--- config.mk ---
export PLATFORM = sky130hd
export DESIGN_NAME = alu_seq_flat
export DESIGN_NICKNAME = d
export VERILOG_FILES = /design/src/rtl/alu_seq_pkg.sv /design/src/rtl/alu_seq_if.sv /design/src/rtl/alu_seq_mul.sv /design/src/rtl/alu_seq.sv /design/src/flat_wrapper.sv
export SDC_FILE = /design/constraint.sdc
export NUM_CORES = 1
export LEC_CHECK = 0
export CORE_UTILIZATION = 61
export DETAILED_ROUTE_END_ITERATION = 8
export GPL_ROUTABILITY_DRIVEN = 0
export PLACE_DENSITY = 0.86
export SYNTH_ARGS = -nofsm -noshare
export SYNTH_HDL_FRONTEND = slang
export SYNTH_HIERARCHICAL = 1
export SYNTH_SLANG_ARGS = --single-unit
--- constraint.sdc ---
create_clock -name clk -period 4.77 [get_ports clk]
set_input_delay 0.7155 -clock clk [delete_from_list [all_inputs] [get_ports clk]]
set_output_delay 0.7155 -clock clk [all_outputs]
set_load 0.03 [all_outputs]
--- src/rtl/alu_seq_pkg.sv ---
// Shared types for the sequential ALU: opcodes, FSM states and the status-flag bundle.
package alu_seq_pkg;

    localparam int unsigned OP_W = 4;

    typedef enum logic [OP_W-1:0] {
        OP_ADD  = 4'd0,
        OP_SUB  = 4'd1,
        OP_AND  = 4'd2,
        OP_OR   = 4'd3,
        OP_SLTU = 4'd4,
        OP_XOR  = 4'd5,
        OP_SHL  = 4'd6,
        OP_SHR  = 4'd7,
        OP_MUL  = 4'd8
    } op_e;

    typedef enum logic [1:0] {
        ST_IDLE = 2'd0,
        ST_MUL  = 2'd1,
        ST_DONE = 2'd2
    } state_e;

    typedef struct packed {
        logic zero;
        logic carry;
        logic negative;
        logic overflow;
    } flags_t;

    // zero/negative always come from the result itself, carry/overflow from the op
    function automatic flags_t make_flags(input logic res_zero, input logic res_msb,
                                          input logic carry, input logic overflow);
        flags_t f;
        f.zero     = res_zero;
        f.carry    = carry;
        f.negative = res_msb;
        f.overflow = overflow;
        return f;
    endfunction

endpackage

--- src/rtl/alu_seq_if.sv ---
// Operand-in / result-out handshake bundle between the controller, the ALU and the consumer.
interface alu_seq_if
    import alu_seq_pkg::*;
#(
    parameter int unsigned WIDTH = 8
);

    logic             in_valid;
    logic             in_ready;
    logic [WIDTH-1:0] a;
    logic [WIDTH-1:0] b;
    logic [OP_W-1:0]  op;
    logic             out_valid;
    logic             out_ready;
    logic [WIDTH-1:0] result;
    logic             zero;
    logic             carry;
    logic             negative;
    logic             overflow;

    modport master (
        output in_valid, a, b, op, out_ready,
        input  in_ready, out_valid, result, zero, carry, negative, overflow
    );

    modport slave (
        input  in_valid, a, b, op, out_ready,
        output in_ready, out_valid, result, zero, carry, negative, overflow
    );

endinterface

--- src/rtl/alu_seq_mul.sv ---
// Shift-add multiplier: one multiplier bit per step, full 2*WIDTH product in the accumulator.
module alu_seq_mul
    import alu_seq_pkg::*;
#(
    parameter int unsigned WIDTH = 8
) (
    input  logic               clk,
    input  logic               rst,
    input  logic               start,
    input  logic               step,
    input  logic [WIDTH-1:0]   a,
    input  logic [WIDTH-1:0]   b,
    output logic [2*WIDTH-1:0] product,
    output logic               done_c
);

    localparam int unsigned SHW = $clog2(WIDTH);
    localparam int unsigned PW  = 2 * WIDTH;

    logic [PW-1:0]    mcand;
    logic [WIDTH-1:0] mplier;
    logic [PW-1:0]    acc;
    logic [SHW-1:0]   cnt;

    always_ff @(posedge clk or posedge rst) begin
        if (rst) begin
            mcand  <= '0;
            mplier <= '0;
            acc    <= '0;
            cnt    <= '0;
        end else if (start) begin
            mcand  <= PW'(a);
            mplier <= b;
            acc    <= '0;
            cnt    <= '0;
        end else if (step) begin
            if (mplier[0]) begin
                acc <= acc + mcand;
            end
            mcand  <= mcand << 1;
            mplier <= mplier >> 1;
            cnt    <= cnt + SHW'(1);
        end
    end

    // High while the step in flight consumes the last multiplier bit
    assign done_c  = step && (cnt == SHW'(WIDTH - 1));
    assign product = acc;

endmodule

--- src/rtl/alu_seq.sv ---
// Sequential ALU with valid/ready on both sides and registered result/flags.
// Define ALU_SEQ_MUL_EN to build in the multi-cycle shift-add multiplier (op 8).
module alu_seq
    import alu_seq_pkg::*;
#(
    parameter int unsigned WIDTH = 8
) (
    input  logic     clk,
    input  logic     rst,
    alu_seq_if.slave bus
);

    localparam int unsigned SHW = $clog2(WIDTH);

    state_e           state_q;
    state_e           state_d;
    logic [WIDTH-1:0] a_q;
    logic [WIDTH-1:0] b_q;
    logic [OP_W-1:0]  op_q;
    logic [WIDTH-1:0] result_q;
    flags_t           flags_q;
    logic             valid_q;

    logic             accept;
    logic             load;
    logic             take;
    logic [WIDTH:0]   sum_c;
    logic [WIDTH:0]   diff_c;
    logic [SHW-1:0]   shamt;
    logic [WIDTH-1:0] res_c;
    logic             carry_c;
    logic             ovf_c;
    flags_t           flags_c;

`ifdef ALU_SEQ_MUL_EN
    logic               mul_start;
    logic               mul_step;
    logic               mul_done_c;
    logic [2*WIDTH-1:0] mul_prod;

    alu_seq_mul #(
        .WIDTH (WIDTH)
    ) u_mul (
        .clk     (clk),
        .rst     (rst),
        .start   (mul_start),
        .step    (mul_step),
        .a       (bus.a),
        .b       (bus.b),
        .product (mul_prod),
        .done_c  (mul_done_c)
    );
`endif

    assign bus.in_ready = (state_q == ST_IDLE);
    assign accept       = (state_q == ST_IDLE) && bus.in_valid;
    // First DONE cycle registers the result; out_valid follows one edge later
    assign load         = (state_q == ST_DONE) && !valid_q;
    assign take         = valid_q && bus.out_ready;

    // State register
    always_ff @(posedge clk or posedge rst) begin
        if (rst) begin
            state_q <= ST_IDLE;
        end else begin
            state_q <= state_d;
        end
    end

    // Next-state and multiplier control
    always_comb begin
        state_d = state_q;
`ifdef ALU_SEQ_MUL_EN
        mul_start = 1'b0;
        mul_step  = 1'b0;
`endif
        case (state_q)
            ST_IDLE: begin
                if (accept) begin
`ifdef ALU_SEQ_MUL_EN
                    if (bus.op == OP_MUL) begin
                        state_d   = ST_MUL;
                        mul_start = 1'b1;
                    end else begin
                        state_d = ST_DONE;
                    end
`else
                    state_d = ST_DONE;
`endif
                end
            end
`ifdef ALU_SEQ_MUL_EN
            ST_MUL: begin
                mul_step = 1'b1;
                if (mul_done_c) begin
                    state_d = ST_DONE;
                end
            end
`endif
            ST_DONE: begin
                if (take) begin
                    state_d = ST_IDLE;
                end
            end
            default: state_d = ST_IDLE;
        endcase
    end

    // Operands are frozen at acceptance
    always_ff @(posedge clk or posedge rst) begin
        if (rst) begin
            a_q  <= '0;
            b_q  <= '0;
            op_q <= '0;
        end else if (accept) begin
            a_q  <= bus.a;
            b_q  <= bus.b;
            op_q <= bus.op;
        end
    end

    assign sum_c  = {1'b0, a_q} + {1'b0, b_q};
    assign diff_c = {1'b0, a_q} - {1'b0, b_q};
    assign shamt  = b_q[SHW-1:0];

    // Single-cycle datapath; undefined opcodes fall through to zero
    always_comb begin
        res_c   = '0;
        carry_c = 1'b0;
        ovf_c   = 1'b0;
        case (op_q)
            OP_ADD: begin
                res_c   = sum_c[WIDTH-1:0];
                carry_c = sum_c[WIDTH];
                ovf_c   = (a_q[WIDTH-1] == b_q[WIDTH-1]) && (sum_c[WIDTH-1] != a_q[WIDTH-1]);
            end
            OP_SUB: begin
                res_c   = diff_c[WIDTH-1:0];
                carry_c = diff_c[WIDTH];
                ovf_c   = (a_q[WIDTH-1] != b_q[WIDTH-1]) && (diff_c[WIDTH-1] != a_q[WIDTH-1]);
            end
            OP_AND:  res_c = a_q & b_q;
            OP_OR:   res_c = a_q | b_q;
            OP_SLTU: res_c = WIDTH'(diff_c[WIDTH]);
            OP_XOR:  res_c = a_q ^ b_q;
            OP_SHL:  res_c = a_q << shamt;
            OP_SHR:  res_c = a_q >> shamt;
`ifdef ALU_SEQ_MUL_EN
            OP_MUL: begin
                res_c   = mul_prod[WIDTH-1:0];
                carry_c = |mul_prod[2*WIDTH-1:WIDTH];
            end
`endif
            default: ;
        endcase
    end

    assign flags_c = make_flags(res_c == '0, res_c[WIDTH-1], carry_c, ovf_c);

    // Result and flags hold until the next load, including under backpressure
    always_ff @(posedge clk or posedge rst) begin
        if (rst) begin
            result_q <= '0;
            flags_q  <= '0;
            valid_q  <= 1'b0;
        end else if (load) begin
            result_q <= res_c;
            flags_q  <= flags_c;
            valid_q  <= 1'b1;
        end else if (take) begin
            valid_q  <= 1'b0;
        end
    end

    assign bus.out_valid = valid_q;
    assign bus.result    = result_q;
    assign bus.zero      = flags_q.zero;
    assign bus.carry     = flags_q.carry;
    assign bus.negative  = flags_q.negative;
    assign bus.overflow  = flags_q.overflow;

endmodule

--- src/flat_wrapper.sv ---
// flat-port wrapper written by rule: the top's interface ports become plain ports
module alu_seq_flat import alu_seq_pkg::*;
#(
    parameter int unsigned WIDTH = 8
)
  (clk, rst, bus_in_valid, bus_a, bus_b, bus_op, bus_out_ready, bus_in_ready, bus_out_valid, bus_result, bus_zero, bus_carry, bus_negative, bus_overflow);
  alu_seq_if #(.WIDTH(WIDTH)) bus_i ();
  input  logic clk;
  input  logic rst;
  input wire logic [$bits(bus_i.in_valid)-1:0] bus_in_valid;
  input wire logic [$bits(bus_i.a)-1:0] bus_a;
  input wire logic [$bits(bus_i.b)-1:0] bus_b;
  input wire logic [$bits(bus_i.op)-1:0] bus_op;
  input wire logic [$bits(bus_i.out_ready)-1:0] bus_out_ready;
  output wire logic [$bits(bus_i.in_ready)-1:0] bus_in_ready;
  output wire logic [$bits(bus_i.out_valid)-1:0] bus_out_valid;
  output wire logic [$bits(bus_i.result)-1:0] bus_result;
  output wire logic [$bits(bus_i.zero)-1:0] bus_zero;
  output wire logic [$bits(bus_i.carry)-1:0] bus_carry;
  output wire logic [$bits(bus_i.negative)-1:0] bus_negative;
  output wire logic [$bits(bus_i.overflow)-1:0] bus_overflow;
  assign bus_i.in_valid = bus_in_valid;
  assign bus_i.a = bus_a;
  assign bus_i.b = bus_b;
  assign bus_i.op = bus_op;
  assign bus_i.out_ready = bus_out_ready;
  assign bus_in_ready = bus_i.in_ready;
  assign bus_out_valid = bus_i.out_valid;
  assign bus_result = bus_i.result;
  assign bus_zero = bus_i.zero;
  assign bus_carry = bus_i.carry;
  assign bus_negative = bus_i.negative;
  assign bus_overflow = bus_i.overflow;
  alu_seq #(.WIDTH(WIDTH)) u_core (.clk(clk), .rst(rst), .bus(bus_i));
endmodule
* Word-level counts from Yosys, hierarchy flattened
Index checks and enable logic that the tools add are counted.
** Storage, ports and cells
- Register bits :: 35
- Bits of input ports :: 24
- Output and inout bits :: 14
** Operators by class
- Add/sub/neg operators :: 2
- Equality and inequality tests :: 14
- Shift-type cells :: 2
- Muxes and demuxes :: 8
- Bitwise operators :: 3
- Reductions and logical operators :: 11
** Operators with widths (count)
- case mux 8 bit (8 select lines) :: 1
- equality test 4 x 3 -> 1 bit (second input constant) :: 4
- adder 8 x 8 -> 9 bit :: 1
- subtractor 8 x 8 -> 9 bit :: 1
- bitwise AND 8 bit :: 1
- equality test 4 x 2 -> 1 bit (second input constant) :: 2
- zero test 8 bit :: 1
- bitwise OR 8 bit :: 1
- << shifter 8 x 3 -> 8 bit :: 1
- >> shifter 8 x 3 -> 8 bit :: 1
- bitwise XOR 8 bit :: 1
- logical AND 1 bit :: 5
- equality test 4 x 1 -> 1 bit (second input constant) :: 1
- zero test 4 bit :: 1
- 2-to-1 mux 2 bit :: 2
- != test 2 x 1 -> 1 bit (second input constant) :: 2
- case mux 1 bit (2 select lines) :: 2
- case mux 2 bit (2 select lines) :: 1
- != test 1 bit :: 3
- equality test 2 bit (second input constant) :: 1
- zero test 2 bit :: 1
- 2-to-1 mux 1 bit :: 2
- AND reduction 2 bit :: 1
- nonzero test 2 bit :: 1
- other kinds (2) :: 2

* Longest topological paths before layout
- Depth after elaboration :: 4
- Depth in mapped cells :: 11
- Gate-level depth less buffers :: 11

* Least setup slack after synthesis
Ideal clock, no wire load.
- Path kind :: flip-flop to flip-flop
- From :: register u_core.b_q[1]
- To :: register u_core.flags_q, in the netlist u_core/bus.zero
- Setup time :: 68 ps
- Arrival :: 2677 ps
- Required time :: 4702 ps
- Setup slack :: 2026 ps
- Stages on the path, launching flop included :: 11
- Period minus slack after synthesis :: 2744 ps
- Cells stage by stage :: dfrtp_1 buf_2 inv_1 ha_1 or2_2 a211oi_1 or4_1 a21oi_1 or4_1 and4bb_1 a32o_1
** Between the ends
- Cells in the longest elaborated chain, start to end :: 3
- Elaborated cells between the ends (all ways) :: 9
** Ends and longest elaborated chain
- from (decl) :: RTL line alu_seq.sv:18 : logic [WIDTH-1:0] b_q;
- from (signal assigned) :: RTL line alu_seq.sv:117 : b_q <= bus.b;
- subtractor 8 x 8 -> 9 bit (tied with other cells) :: RTL line alu_seq.sv:123 : assign diff_c = {1'b0, a_q} - {1'b0, b_q};
- case mux 8 bit (8 select lines) (*) :: RTL line alu_seq.sv:131 : case (op_q)
- zero test 8 bit (*) :: RTL line alu_seq.sv:158 : assign flags_c = make_flags(res_c == '0, res_c[WIDTH-1], carry_c, ovf_c);
- to (signal assigned) :: RTL line alu_seq.sv:168 : flags_q <= flags_c;
- to (decl) :: RTL line alu_seq.sv:21 : flags_t flags_q;
Mark *: on every way between the ends. The rest lies on a longest branch, timed or not.
A chain may end at the register's enable or synchronous reset.

* Worst setup path in the final report
Same ends and word-level chain as after synthesis.

==> impl_metrics.py <==
metrics = {
    "status": {
        "status": "finished, final reports clean",
    },
    "floorplan": {
        "rows": 25,
        "die-width_um": 73.05,
        "die_h_um": 73.05,
        "core_area_um2": 4786,
        "start_util_pct": 64.34,
        "io_pins": 38,
        "die-area_um2": 5336,
    },
    "finish": {
        "fin_area_um2": 3568,
        "drive_gt1_share_pct": 6.870,
        "nets": 445,
        "area.growth.synth_to_final_pct": 15.89,
        "antenna_cells": 0,
    },
    "detailed_routing": {
        "vias_per_cell": 6.489,
        "vias": 2985,
        "drc": 0,
        "wl_um": 8067,
        "drtPass1Iterations": 5,
        "drtIter0Drc": 377,
        "ant_nets": 0,
        "wl_per_cell_um": 17.54,
    },
    "clock_network": {
        "cts_resized": 0,
        "postCtsSetupBuffers": 0,
        "clock_sinks": 33,
        "cts_buffers": 5,
        "cts_root_buf": "clkbuf_8",
        "clockBufferDepth": 2,
        "clk_latency_ps": 290,
        "cts_tree": "built",
        "path_clk_slew_ps": 70,
        "h-tree-depth": 2,
        "hold_buffers": 0,
    },
    "yosys": {
        "yosys.area.top_type_share_pct": 26.82,
        "ys.flop_type": "dfrtp_1",
        "async_reset_ff_share_pct": 100.0,
        "synthTopCellsByArea": "dfrtp_1 27%, ha_1 11%, mux4_2 5.1%, o21ai_0 4.7%, nand2_1 4.6%",
        "synth_area_um2": 3079,
        "yosysTopAreaCell": "dfrtp_1",
        "avgSynthCellArea_um2": 8.345,
        "synth_nets": 422,
        "seq_area_frac_synth_pct": 26.82,
        "synth-seq-cells": 33,
        "synth_warnings": 6,
        "ys_types": 61,
        "synthCells": 369,
        "synth_edf_count": 0,
    },
    "timing": {
        "maxSlewHeadroom_pct": 15.20,
        "rsz0062_at_grt": "false",
        "setup_ws_ps": 1305,
        "timing.setup.tns_ps": 0,
        "setup_violations": 0,
        "skew_ps": 6.544,
        "finalCritPeriodShare_pct": 72.64,
        "finalCriticalPeriod_ps": 3465,
        "drv_slew": 0,
        "hold_slack_ps": 477.5,
        "fmax_ghz": 0.2886,
        "hold_violations": 0,
        "tightest_slew_ps": 1254,
    },
    "global_routing": {
        "globalRouteTotalUtil_pct": 32.90,
        "grt_pass1_wl_um": 13190,
        "overflow": 0,
        "grt_max_degree": 39,
        "antenna_found_initial": 0,
        "grt_pass1_vias": 2700,
    },
    "setup_path": {
        "path_cells": "inv_1 -> ha_1 -> or2_2 -> a211oi_1 -> or4_1 -> a21oi_1 -> or4_1 -> and4bb_1 -> a32o_1",
        "reg2regPathDepth": 9,
        "critPathArrivalTime_ps": 3690,
        "crit_type": "reg2reg",
        "slowest_stage": "dfrtp_1",
        "r2r_start": "u_core/b_q[1]",
        "path_max_fanout": 20,
        "rr_endpoint": "u_core/bus.zero",
        "rrSetupSlack_ps": 1310,
        "cp_common_cell": "or4_1",
        "crit_required_ps": 5000,
        "cp-startpoint": "u_core/b_q[1]",
        "worstSetupEndpointType": "register",
        "startpoint_type": "register",
        "max_stage_delay_ps": 830,
        "endpoint": "u_core/bus.zero",
    },
    "place": {
        "place_area_um2": 3452,
        "pre_cts_slack_ps": 1410,
        "portBuffers": 37,
        "hpwl_um": 5748,
    },
    "worst_hold_path": {
        "hold_class": "reg2reg",
        "worstHoldPathCells": 2,
    },
    "flow_run": {
        "cap_violations": 0,
    },
}
## cells by family (layout without fill, tap and decap cells)
kind of cell | after synthesis | in the layout | synth area share (%)
simple gates | 133 | 133 | 21.45
compound gates | 104 | 104 | 22.43
buf+inv | 50 | 74 | 6.623
flops | 33 | 33 | 26.82
fa+ha+maj | 29 | 29 | 12.27
mux | 16 | 16 | 9.264
xor+xnor | 4 | 4 | 1.138
## Yosys cell counts (all sizes together) (3+ instances only)
cell,number
a2111oi,3
a211o,4
a211oi,5
a21oi,20
a221oi,4
a2bb2oi,4
a31oi,6
buf,8
clkbuf,16
dfrtp,33
ha,27
inv,26
mux2,4
mux2i,3
mux4,9
nand2,38
nand2b,13
nand3,9
nor2,37
nor2b,5
nor3,5
nor4b,4
o211ai,6
o21ai,29
o31ai,4
or3,3
or4,3
xnor2,3
## area by class of cell
cell class                      instances  area (µm²)
Tap cell                               67       83.83
Clock buffer                            7       86.33
Fill cell                             374        1217
Multi-Input combinational cell        286        2052
Timing Repair Buffer                   40       392.9
Inverter                               26       97.59
Sequential cell                        33       825.8
Clock inverter                          1       30.03
## routing by layer
metal	global-route usage [%]	wire (µm)	vias up
met5	0	0	-
met4	11.33	210	0
met3	7.873	763	32
met2	52.06	3709	197
met1	44.05	3384	1375
li1	-	-	1381
## cell usage in the layout (no fill, tap or decap), types with 3 or more instances in the layout
cell / instances
mux4_2: 7
a211oi_1: 5
mux2i_1: 3
dfrtp_1: 33
xnor2_1: 3
o21ai_0: 29
a2bb2oi_1: 4
clkbuf_8: 6
nor4b_1: 4
clkdlybuf4s50_1: 37
inv_1: 26
nor2b_1: 4
o211ai_1: 6
a211o_1: 4
or3_1: 3
a21oi_1: 20
buf_4: 3
nand2_1: 38
nand3_1: 9
nor2_1: 37
ha_1: 27
a31oi_1: 6
nand2b_1: 13
nor3_1: 5
o31ai_1: 4
a221oi_1: 4
mux2_2: 4
## critical path: cells and delay by family, from the launching register on
family / cells / cell delay [ps]
and+or+nand+nor: 4 / 1300
DFF: 1 / 830
AOI/OAI and AO/OA: 3 / 550
adders and majority gates: 1 / 390
buffers and inverters: 1 / 320
## state kept, by name (all words and copies together) (netlist names)
name and cells:
u_core/bus.zero 1, u_core/bus.out_valid 1, u_core/b_q 8, u_core/bus.result 8, u_core/state_q 1, u_core/op_q 4, u_core/bus.overflow 1, u_core/a_q 8
u_core/bus.carry 1
## how the worst min path moves through the flow
| stage | slack (ps) | endpoint | from |
|---|---|---|---|
| after floorplan | 520 | u_core/state_q[1] | u_core/state_q[1] |
| after global placement | 460 | u_core/bus.result[6] | u_core/bus.result[6] |
| after detailed placement | 470 | u_core/bus.result[6] | u_core/bus.result[6] |
| after CTS | 490 | u_core/bus.result[6] | u_core/bus.result[6] |
| after global routing | 510 | u_core/bus.result[6] | u_core/bus.result[6] |
| final | 480 | u_core/bus.result[6] | u_core/bus.result[6] |
## per-stage QoR
stage               std cells  util (%)
detailed placement        452     72.13
CTS                       460     74.56
finish                    460     74.56
floorplan                 369         -
global placement          452     72.13
global route              460     74.56
Power is left out: the tool's default activity adds up to more than one toggle a clock period on the data nets, which glitch-free logic cannot reach.
